## src/rtl/pipeline_stage_ctrl.sv

```systemverilog
// ============================================================================
// pipeline_stage_ctrl
// ----------------------------------------------------------------------------
// Pipeline sequencing for the 5-stage core (IF/ID/EX/MEM/WB). Takes the
// hazard unit's stall (stop_ID), flush (took_branch) and freeze (mem_busy)
// requests and turns them into per-stage valid bits, pipeline register
// enables, tracked destination registers (fed back to the hazard unit), the
// WB register-file write strobe and two free-running performance counters.
//
// Ports
//   clk           core clock, rising edge
//   reset         asynchronous, active-high; clears all state at once
//   fetch_valid   IF presents a valid instruction to ID this cycle
//   rd_IF         destination register of the instruction entering ID
//   wen_IF        the instruction entering ID writes rd_IF
//   stop_ID       load-use stall request
//   took_branch   branch/jump in EX taken; squash the two younger slots
//   mem_busy      data memory not ready; freeze the whole pipeline
//   en_IF         PC / IF-ID register enable
//   en_ID         ID-EX register enable
//   en_EX         EX-MEM register enable
//   en_MEM        MEM-WB register enable
//   valid_*       stage holds a real instruction
//   rd_*          stage destination, 0 when invalid or not writing
//   reg_write_WB  register-file write strobe
//   retired       instructions that left WB (wraps)
//   stall_cycles  cycles with a stall or freeze request (wraps)
// ============================================================================
module pipeline_stage_ctrl #(
    parameter int CNT_W = 64
) (
    input  logic             clk,
    input  logic             reset,
    input  logic             fetch_valid,
    input  logic [4:0]       rd_IF,
    input  logic             wen_IF,
    input  logic             stop_ID,
    input  logic             took_branch,
    input  logic             mem_busy,
    output logic             en_IF,
    output logic             en_ID,
    output logic             en_EX,
    output logic             en_MEM,
    output logic             valid_ID,
    output logic             valid_EX,
    output logic             valid_MEM,
    output logic             valid_WB,
    output logic [4:0]       rd_ID,
    output logic [4:0]       rd_EX,
    output logic [4:0]       rd_MEM,
    output logic [4:0]       rd_WB,
    output logic             reg_write_WB,
    output logic [CNT_W-1:0] retired,
    output logic [CNT_W-1:0] stall_cycles
);

    // What the pipeline does on the coming edge, already prioritised.
    localparam logic [1:0] STEP_NORMAL = 2'd0;
    localparam logic [1:0] STEP_FLUSH  = 2'd1;
    localparam logic [1:0] STEP_STALL  = 2'd2;
    localparam logic [1:0] STEP_FREEZE = 2'd3;

    // A destination is only visible when the slot is live, writes, and is
    // not x0 -- the hazard unit never has to special-case bubbles or x0.
    function automatic logic [4:0] rd_visible(input logic v, input logic w,
                                              input logic [4:0] r);
        return (v && w && (r != 5'd0)) ? r : 5'd0;
    endfunction

    function automatic logic [CNT_W-1:0] cnt_inc(input logic [CNT_W-1:0] c);
        return c + CNT_W'(1);
    endfunction

    logic [1:0] step;

    // Registered stage state
    logic       v_id, v_ex, v_mem, v_wb;
    logic       w_id, w_ex, w_mem, w_wb;
    logic [4:0] r_id, r_ex, r_mem, r_wb;

    // Next-state values
    logic       v_id_n, v_ex_n, v_mem_n, v_wb_n;
    logic       w_id_n, w_ex_n, w_mem_n, w_wb_n;
    logic [4:0] r_id_n, r_ex_n, r_mem_n, r_wb_n;

    logic retire_fire;
    logic stall_fire;

    always_comb begin
        if (mem_busy) begin
            step = STEP_FREEZE;
        end else if (took_branch) begin
            step = STEP_FLUSH;
        end else if (stop_ID) begin
            step = STEP_STALL;
        end else begin
            step = STEP_NORMAL;
        end
    end

    // Enables are forced low while reset is held so nothing downstream
    // captures during the reset window.
    always_comb begin
        en_EX  = !reset && (step != STEP_FREEZE);
        en_MEM = !reset && (step != STEP_FREEZE);
        en_IF  = !reset && ((step == STEP_NORMAL) || (step == STEP_FLUSH));
        en_ID  = !reset && ((step == STEP_NORMAL) || (step == STEP_FLUSH));
    end

    always_comb begin
        // Default: every stage holds (freeze behaviour).
        v_id_n  = v_id;
        w_id_n  = w_id;
        r_id_n  = r_id;
        v_ex_n  = v_ex;
        w_ex_n  = w_ex;
        r_ex_n  = r_ex;
        v_mem_n = v_mem;
        w_mem_n = w_mem;
        r_mem_n = r_mem;
        v_wb_n  = v_wb;
        w_wb_n  = w_wb;
        r_wb_n  = r_wb;

        case (step)
            STEP_NORMAL: begin
                v_id_n  = fetch_valid;
                w_id_n  = fetch_valid && wen_IF;
                r_id_n  = rd_IF;
                v_ex_n  = v_id;
                w_ex_n  = w_id;
                r_ex_n  = r_id;
                v_mem_n = v_ex;
                w_mem_n = w_ex;
                r_mem_n = r_ex;
                v_wb_n  = v_mem;
                w_wb_n  = w_mem;
                r_wb_n  = r_mem;
            end
            STEP_FLUSH: begin
                // The fetched instruction and the one in ID are wrong-path;
                // the branch itself (in EX) carries on into MEM.
                v_id_n  = 1'b0;
                w_id_n  = 1'b0;
                r_id_n  = 5'd0;
                v_ex_n  = 1'b0;
                w_ex_n  = 1'b0;
                r_ex_n  = 5'd0;
                v_mem_n = v_ex;
                w_mem_n = w_ex;
                r_mem_n = r_ex;
                v_wb_n  = v_mem;
                w_wb_n  = w_mem;
                r_wb_n  = r_mem;
            end
            STEP_STALL: begin
                // ID holds its instruction; a bubble goes into EX while the
                // older instructions drain forward.
                v_ex_n  = 1'b0;
                w_ex_n  = 1'b0;
                r_ex_n  = 5'd0;
                v_mem_n = v_ex;
                w_mem_n = w_ex;
                r_mem_n = r_ex;
                v_wb_n  = v_mem;
                w_wb_n  = w_mem;
                r_wb_n  = r_mem;
            end
            default: begin
            end
        endcase
    end

    always_ff @(posedge clk or posedge reset) begin
        if (reset) begin
            v_id  <= 1'b0;
            v_ex  <= 1'b0;
            v_mem <= 1'b0;
            v_wb  <= 1'b0;
            w_id  <= 1'b0;
            w_ex  <= 1'b0;
            w_mem <= 1'b0;
            w_wb  <= 1'b0;
            r_id  <= 5'd0;
            r_ex  <= 5'd0;
            r_mem <= 5'd0;
            r_wb  <= 5'd0;
        end else begin
            v_id  <= v_id_n;
            v_ex  <= v_ex_n;
            v_mem <= v_mem_n;
            v_wb  <= v_wb_n;
            w_id  <= w_id_n;
            w_ex  <= w_ex_n;
            w_mem <= w_mem_n;
            w_wb  <= w_wb_n;
            r_id  <= r_id_n;
            r_ex  <= r_ex_n;
            r_mem <= r_mem_n;
            r_wb  <= r_wb_n;
        end
    end

    // An instruction held in WB by mem_busy retires (and writes) only on the
    // cycle the freeze lifts, so each retirement is counted exactly once.
    assign retire_fire = v_wb && !mem_busy;
    assign stall_fire  = (stop_ID && !took_branch) || mem_busy;

    always_ff @(posedge clk or posedge reset) begin
        if (reset) begin
            retired      <= '0;
            stall_cycles <= '0;
        end else begin
            if (retire_fire) begin
                retired <= cnt_inc(retired);
            end
            if (stall_fire) begin
                stall_cycles <= cnt_inc(stall_cycles);
            end
        end
    end

    // Outputs depend only on registered state (plus mem_busy for the write
    // strobe), so the hazard unit's rd loop has no combinational path.
    assign valid_ID  = v_id;
    assign valid_EX  = v_ex;
    assign valid_MEM = v_mem;
    assign valid_WB  = v_wb;

    assign rd_ID  = rd_visible(v_id, w_id, r_id);
    assign rd_EX  = rd_visible(v_ex, w_ex, r_ex);
    assign rd_MEM = rd_visible(v_mem, w_mem, r_mem);
    assign rd_WB  = rd_visible(v_wb, w_wb, r_wb);

    assign reg_write_WB = (rd_WB != 5'd0) && !mem_busy;

endmodule

```

## config.mk

```make
export PLATFORM = sky130hd
export DESIGN_NAME = pipeline_stage_ctrl
export DESIGN_NICKNAME = d
export VERILOG_FILES = /design/src/rtl/pipeline_stage_ctrl.sv
export SDC_FILE = /design/constraint.sdc
export NUM_CORES = 1
export LEC_CHECK = 0
export ABC_CLOCK_PERIOD_IN_PS = 4870
export CORE_UTILIZATION = 47
export CTS_BUF_LIST = sky130_fd_sc_hd__clkbuf_4 sky130_fd_sc_hd__clkbuf_8
export CTS_CLUSTER_DIAMETER = 120
export DETAILED_ROUTE_END_ITERATION = 7
export GPL_TIMING_DRIVEN = 0
export PLACE_DENSITY_LB_ADDON = 0.2
export REMOVE_ABC_BUFFERS = 1
export SLEW_MARGIN = 20
export SYNTH_ARGS = -nofsm -noshare
export SYNTH_HDL_FRONTEND = slang
export SYNTH_SLANG_ARGS = --single-unit
export TNS_END_PERCENT = 50
```

## constraint.sdc

```tcl
create_clock -name clk -period 4.87 [get_ports clk]
set_input_delay 0.7305 -clock clk [delete_from_list [all_inputs] [get_ports clk]]
set_output_delay 0.7305 -clock clk [all_outputs]
set_load 0.01 [all_outputs]
```

## Word level (Yosys, flattened, before mapping)

Index checks and enable logic that the tools add are counted.

| operators by class | value |
|---|---|
| shift operators | 0 |
| multiplexer cells | 13 |
| multipliers | 0 |
| bitwise logic cells | 0 |
| $add $sub $neg | 2 |
| equal/unequal tests | 3 |
| div/mod/pow operators | 0 |
| order comparisons | 0 |
| reduce and logical (&&, ||, !) cells | 29 |

Operators with widths:

| operator | count |
|---|---|
| $add 64x1->64 const B | 2 |
| $reduce_bool 5->1 | 5 |
| $mux 5 | 4 |
| $pmux 5 s2 | 2 |
| $logic_and 1x1->1 | 14 |
| $pmux 1 s2 | 4 |
| $mux 2 | 3 |
| $reduce_bool 2->1 | 2 |
| $logic_not 1->1 | 3 |
| $reduce_or 3->1 | 1 |
| $eq 2x1->1 const B | 1 |
| $eq 2x2->1 const B | 1 |
| $logic_not 2->1 | 1 |
| $logic_or 1x1->1 | 2 |
| $ne 2x2->1 const B | 1 |
| $reduce_or 2->1 | 1 |

| storage, ports and cells | value |
|---|---|
| ROM bits | 0 |
| register bits after elaboration | 156 |
| input port bits | 12 |
| RAM bits | 0 |
| bits in latches | 0 |
| output and inout bits | 157 |
| memories kept | 0 |
| word-level logic and storage cells | 61 |

## Longest topological paths before layout

Gate-level depths: netlist (run 1).

| depth | value |
|---|---|
| depth in word-level cells | 6 |
| depth in mapped cells | 9 |
| mapped depth without buffers | 6 |

## Worst setup path after synthesis (run 1)

Ideal clock, no wire load.

| timing | value |
|---|---|
| path kind | input-to-output |
| from | input port stop_ID |
| to | output port en_IF |
| setup slack | 1.814 ns |
| path buffers | 3 |
| data required time | 4.140 ns |
| stages | 9 |
| arrival time | 2.326 ns |
| cell sequence | nor2b_1 > or2_2 > clkbuf_1 > inv_1 > ha_1 > clkbuf_1 > nor2_1 > nor2_1 > buf_4 |

| between the ends | value |
|---|---|
| cells in the longest elaborated chain, start to end | 6 |

RTL lines:

| item | RTL line | RTL |
|---|---|---|
| start, declared | 37 | `input logic stop_ID,` |
| $mux 2 * | 94 | `end else if (stop_ID) begin` |
| $mux 2 * | 92 | `end else if (took_branch) begin` |
| $mux 2 * | 90 | `if (mem_busy) begin` |
| $eq 2x1->1 / $logic_not 2->1 (equally long branches) | n/a |  |
| $logic_or 1x1->1 * | n/a |  |
| $logic_and 1x1->1 * | n/a |  |
| end, declared | 40 | `output logic en_IF,` |

Mark *: on every way between the ends. The rest lies on a longest branch, timed or not.

## Worst setup path in the final report (run 1)

| timing | value |
|---|---|
| from | input port mem_busy |
| to | output port en_ID |

| between the ends | value |
|---|---|
| cells in the longest elaborated chain, start to end | 4 |

RTL lines:

| item | RTL line | RTL |
|---|---|---|
| start, declared | 39 | `input logic mem_busy,` |
| $mux 2 * | 90 |  |
| $eq 2x1->1 / $logic_not 2->1 (equally long branches) | 107 | `en_ID = !reset && ((step == STEP_NORMAL) \|\| (step == STEP_FLUSH));` |
| $logic_or 1x1->1 * | 107 |  |
| $logic_and 1x1->1 * | 107 |  |
| end, declared | 41 | `output logic en_ID,` |

Marks and branches as above.

==> flow_summary.yaml, run 1 <==
outcome:
  outcome: "finished, final reports clean"
worst_setup_path:
  startpoint: "mem_busy"
  crit_type: "input pin to output port"
  reg2reg_to: "retired[62]$_DFFE_PP0P_"
  cp_slowest_stage_delay_ns: 0.56
  cp-endpoint: "en_ID"
  cp_top_family: "buffers and inverters"
  reg2reg_depth: 5
  cp_num_buf_inv: 3
  r2r_start: "retired[17]$_DFFE_PP0P_"
  end_kind: "output port"
  critical_path_cell_count: 7
  ff2ff_setup_slack_ns: 2.17
  critPathSlowestCell: "clkdlybuf4s50_1"
  worstPathCellList: "clkdlybuf4s50_1, or2_2, inv_1, ha_1, nor2_1, nor2_1, clkdlybuf4s50_1"
  cp-start-kind: "input pin"
  path_max_fanout: 9
  critical_path_arrival_ns: 3.08
  required_ns: 4.14
grt:
  antenna_found_initial: 0
  overflow: 0
  met1_usage_pct: 30.0
  grt_pass1_wl_um: 28300
  use_met3_pct: 5.86
  grt_max_degree: 93
  busiest_layer: "met2"
  track_usage_pct: 22.4
  use_met2_pct: 35.4
  grt_pass1_vias: 5604
floorplan:
  core_sq_um: 14800
  die_x_um: 126
  rows: 44
  fp.dieH_um: 126
  ios: 169
  initial_core_util_pct: 48.9
  die_area_sq_um: 15900
drt:
  drt_pre_antenna_iters: 5
  totalWireLength_um: 16600
  drt_iter0_drc: 272
  vias_per_cell: 5.45
  wire_per_inst_um: 16.1
  drtAntennaViolNets: 0
  drc: 0
  dr_total_vias: 5620
synthesis:
  synth_xor_area_share_pct: 15.3
  synth-compound-area-share_pct: 0.918
  synth_fa_ha_area_share_pct: 0.866
  synth_edf_count: 0
  yosysWarnings: 0
  yosysTopAreaCell: "dfrtp_1"
  muxShareOfSynthArea_pct: 3.17
  synth_simple_gate_area_share_pct: 24.0
  netlist_top_cells_count: "dfrtp_1, xnor2_1, nand2_1"
  seq_area_frac_synth_pct: 54.1
  synth.area.top_cells: "dfrtp_1, xnor2_1, xor2_1, nand4_1, and3_1"
  ys_types: 40
  yosys.area.top_type_share_pct: 54.1
  synth_area_sq_um: 7220
  synth-async-reset-ratio_pct: 100
  syn_inst: 663
  synth_seq_cells: 156
  synth_top_family_by_area: "simple AND/OR/NAND/NOR gates"
  synth_ff_type: "dfrtp_1"
  syn_area_per_cell_sq_um: 10.9
  yosys.cell_count.top_type: "dfrtp_1"
timing:
  worstMarginPinSlew_ns: 0.976
  finalWorstSetupSlack_ns: 1.06
  fmax_mhz: 263
  min_period_over_period_pct: 78.2
  hold_viol: 0
  slew_headroom_pct: 34.9
  tns_ns: 0
  clock_skew_ns: 0.00687
  rsz0062_at_grt: "false"
  setup_violations: 0
  slew_viol_final: 0
  post-route-min-period_ns: 3.81
cells_and_area:
  drive_above_1_share_pct: 7.19
  syn_to_final_growth_pct: 31.6
  antenna_cells: 0
  nets: 853
clock_network:
  cts_num_sinks: 156
  post-cts-setup-buffers: 0
  cts_resized: 0
  cts_buffers: 17
  cts_buffer_depth: 2
  cts_root_buf: "clkbuf_8"
  htreeDepth: 4
  clk_pin_slew_ns: 0.07
  insertion_delay_ns: 0.44
  cts_tree: "done"
  holdBufCountCts: 0
worst_hold_path:
  min-delay-start: "retired[63]$_DFFE_PP0P_"
  hp-class: "register to register"
power:
  pwr_density_cell_nw_per_um2: 276
  power.leakage_nw: 4.33
  ir_worst_vdd_v: 0.000156
placement:
  gp_congestion: 0.842
  dp_slack_ns: 1.07
  dp_hpwl_um: 12100
  port_buffers: 168
job:
  maxCapViolCount: 0
==> cell type report <==
type | count | area, sq um
clock inverters | 7 | 62.6
multi-input cells | 476 | 3210
repair buffers | 170 | 1720
clock buffers | 24 | 318
fillers | 1185 | 5250
well taps | 184 | 230
inverters | 15 | 63.8
flip-flops and latches | 156 | 3900
==> cell usage in the layout (no fill, tap or decap), types with 14 or more instances in the layout <==
master	synthesis	final
clkdlybuf4s50_1	0	168
dfrtp_1	156	156
xnor2_1	74	74
nand2_1	53	53
xor2_1	52	52
nor2_1	49	49
nand4_1	47	47
and3_1	43	43
nand3_1	43	43
clkbuf_8	0	22
nor3_1	18	18
mux2_2	15	15
inv_1	15	14
==> logic make-up (layout without fill, tap and decap cells) <==
logic type,count (synthesis),in the layout
adder cells (fa/ha/maj),5,5
AND/OR/NAND/NOR,313,313
buffers and inverters,31,216
multiplexers,21,21
XOR/XNOR,126,126
AO/OA/AOI/OAI,11,11
flip-flops,156,156
==> sequential cells by signal, summed over array words and instances, names as in the netlist <==
signal / flops
w_id: 1
valid_EX: 1
valid_WB: 1
r_wb: 5
r_ex: 5
w_mem: 1
valid_MEM: 1
r_id: 5
w_ex: 1
stall_cycles: 64
r_mem: 5
retired: 64
w_wb: 1
valid_ID: 1
==> power breakdown <==
part,switching [mW],total (mW),internal (mW)
sequential,0.0806,1.43,1.35
clock,0.448,0.925,0.477
combinational,0.125,0.264,0.138
total,0.654,2.62,1.97
==> per-stage QoR <==
| stage | cells | power [mW] | util (%) | area, sq um | hold slack, ns |
|---|---|---|---|---|---|
| 6_report | 1032 | 2.62 | 64.4 | 9500 | 0.478 |
| 4_1_cts | 1032 | 2.65 | 64.4 | 9500 | 0.479 |
| 3_5_place_dp | 1001 | 1.72 | 61.8 | 9120 | 0.469 |
| 3_3_place_gp | 999 | 1.70 | 61.4 | 9060 | 0.462 |
| 5_1_grt | 1032 | 2.74 | 64.4 | 9500 | 0.507 |
| 2_1_floorplan | 647 | 1.57 | - | 7150 | 0.461 |
==> how the worst min path moves through the flow <==
| stage | to | slack [ns] | cells after the start |
|---|---|---|---|
| 2_1_floorplan | r_ex[0]$_DFFE_PP0P_ | 0.46 | 2 |
| 3_3_place_gp | stall_cycles[63]$_DFFE_PP0P_ | 0.46 | 1 |
| 3_5_place_dp | stall_cycles[63]$_DFFE_PP0P_ | 0.47 | 1 |
| 4_1_cts | stall_cycles[63]$_DFFE_PP0P_ | 0.48 | 1 |
| 5_1_grt | stall_cycles[63]$_DFFE_PP0P_ | 0.51 | 1 |
| 6_report | retired[63]$_DFFE_PP0P_ | 0.48 | 1 |
==> metal layers <==
metal  wire length, um  share of wire [%]
met3               869                5.2
met2              8040                 48
met5                 0                  0
met4               233                1.4
met1              7510                 45
Power figures use the tool's default switching activity.
==> run 2, diff against run 1 <==
- ABC_CLOCK_PERIOD_IN_PS: 4870 -> 3050
- clock period: 4.87 -> 3.05 ns (I/O delays scaled with it)
==> run 2 against run 1 <==
  * Sequential cell count unchanged
  * First-iteration DRC count down 5.9%
  * Final cell count grew 0.48%
  * Sequential power grew 59%
==> flow_summary.yaml, run 2 (same netlist as run 1, synthesis figures left out) <==
worst_setup_path:
  critical_path_arrival_ns: 2.42
  path_max_fanout: 7
  critPathSlowestCell: "clkdlybuf4s50_1"
  cp_slowest_stage_delay_ns: 0.55
  cp-start-kind: "input pin"
  end_kind: "output port"
  required_ns: 2.59
  worstPathCellList: "clkdlybuf4s50_1, nor2b_1, or2_2, inv_2, ha_4, nor2_1, nor2_1, clkdlybuf4s50_1"
  crit_type: "input pin to output port"
placement:
  dp_hpwl_um: 12100
  port_buffers: 168
  gp_congestion: 0.842
floorplan:
  core_sq_um: 14800
  die_x_um: 126
  rows: 44
  fp.dieH_um: 126
  ios: 169
  die_area_sq_um: 15900
  initial_core_util_pct: 48.9
clock_network:
  insertion_delay_ns: 0.44
  cts_buffer_depth: 2
  cts_tree: "done"
  holdBufCountCts: 0
  cts_buffers: 17
  cts_num_sinks: 156
  cts_root_buf: "clkbuf_8"
  clk_pin_slew_ns: 0.07
  htreeDepth: 4
drt:
  wire_per_inst_um: 16.2
  drc: 0
  totalWireLength_um: 16800
  dr_total_vias: 5671
  vias_per_cell: 5.47
  drt_pre_antenna_iters: 4
  drtAntennaViolNets: 0
  drt_iter0_drc: 256
timing:
  slew_headroom_pct: 33.8
  clock_skew_ns: 0.00669
  setup_violations: 0
  worstMarginPinSlew_ns: 0.994
  hold_viol: 0
  post-route-min-period_ns: 2.87
  min_period_over_period_pct: 94.2
  fin_hold_ws_ns: 0.478
  slew_viol_final: 0
  tns_ns: 0
  rsz0062_at_grt: "false"
  fmax_mhz: 348
cells_and_area:
  syn_to_final_growth_pct: 32.3
  fill_cells: 1177
  drive_above_1_share_pct: 7.97
  layout_common_cells: "clkdlybuf4s50_1, dfrtp_1, xnor2_1, nand2_1, xor2_1"
  largestRegisters: "retired (64), stall_cycles (64)"
  seqCellArea_sq_um: 3900
  final_common_cell: "clkdlybuf4s50_1"
  antenna_cells: 0
  final_core_util_pct: 64.7
  nets: 858
  multi_input_area_sq_um: 3220
grt:
  antenna_found_initial: 0
  overflow: 0
  grt_pass1_wl_um: 28300
  grt_pass1_vias: 5608
  track_usage_pct: 22.5
  grt_max_degree: 93
power:
  ir_worst_vdd_v: 0.000250
  pwr_density_cell_nw_per_um2: 439
  power.leakage_nw: 4.35
  power_mw: 4.19
worst_hold_path:
  hp-class: "register to register"
outcome:
  outcome: "finished, final reports clean"
job:
  maxCapViolCount: 0
==> run 2: cell types whose count changed in the layout (fill, tap and decap cells not counted) <==
cell             previous run  this run
ha_1                        5         4
buf_4                       1         6
clkdlybuf4s50_1           168       167
dlygate4sd2_1               0         1
inv_2                       0         1
ha_4                        0         1
inv_1                      14        13
==> run 2: power by group <==
part | internal (mW) | switching, mW
sequential | 2.16 | 0.129
combinational | 0.224 | 0.202
clock | 0.761 | 0.718
total | 3.14 | 1.05
==> run 2: repair_timing <==
| action | CTS | global route |
|---|---|---|
| pin swaps | 0 | 1 |
| resized for setup | 3 | 1 |
| setup buffers | 0 | 5 |
| endpoints found under the setup margin | 2 | 2 |
| gates cloned | 0 | 0 |
==> run 2: area by class of cell <==
cell class                 instances  share of cell area, %
sequential                       156                   40.9
multi-input combinational        476                   33.7
timing repair buffer             175                   18.4
clock buffer                      24                   3.33
tap                              184                   2.41
inverter                          15                  0.668
clock inverter                     7                  0.655
==> run 2: path summary, 6_finish.rpt <==
kind	startpoint	endpoint	slack, ns	cells past startpoint
worst max-delay path	took_branch	en_ID	0.18	8
worst min-delay path	retired[63]$_DFFE_PP0P_	retired[63]$_DFFE_PP0P_	0.48	1
worst max register to register	retired[17]$_DFFE_PP0P_	retired[62]$_DFFE_PP0P_	0.34	5
worst min register to register	retired[63]$_DFFE_PP0P_	retired[63]$_DFFE_PP0P_	0.48	1
max in group asynchronous	reset	retired[49]$_DFFE_PP0P_	1.75	3
min in group asynchronous	reset	r_ex[2]$_DFFE_PP0P_	0.52	2
==> run 2: metal layers <==
metal	wire (um)	vias up	global-route usage (%)
met4	233	0	7.87
li1	-	2674	-
met3	903	19	5.86
met5	0	-	0
met2	8070	170	35.4
met1	7610	2808	30.1
==> run 2: critical path: cells and delay by family <==
kind | cells | cell delay, ns
buffers and inverters | 3 | 1.17
AND/OR/NAND/NOR | 4 | 0.61
adder cells (fa/ha/maj) | 1 | 0.17
==> run 2: stage by stage <==
step                      instance area [sq um]  instances  worst slack [ns]
final                                      9550       1037             0.176
after CTS                                  9510       1032            0.0506
after global routing                       9550       1037            0.0460
after floorplan                            7150        647             -1.61
after global placement                     9060        999             -3.59
after detailed placement                   9120       1001            -0.209
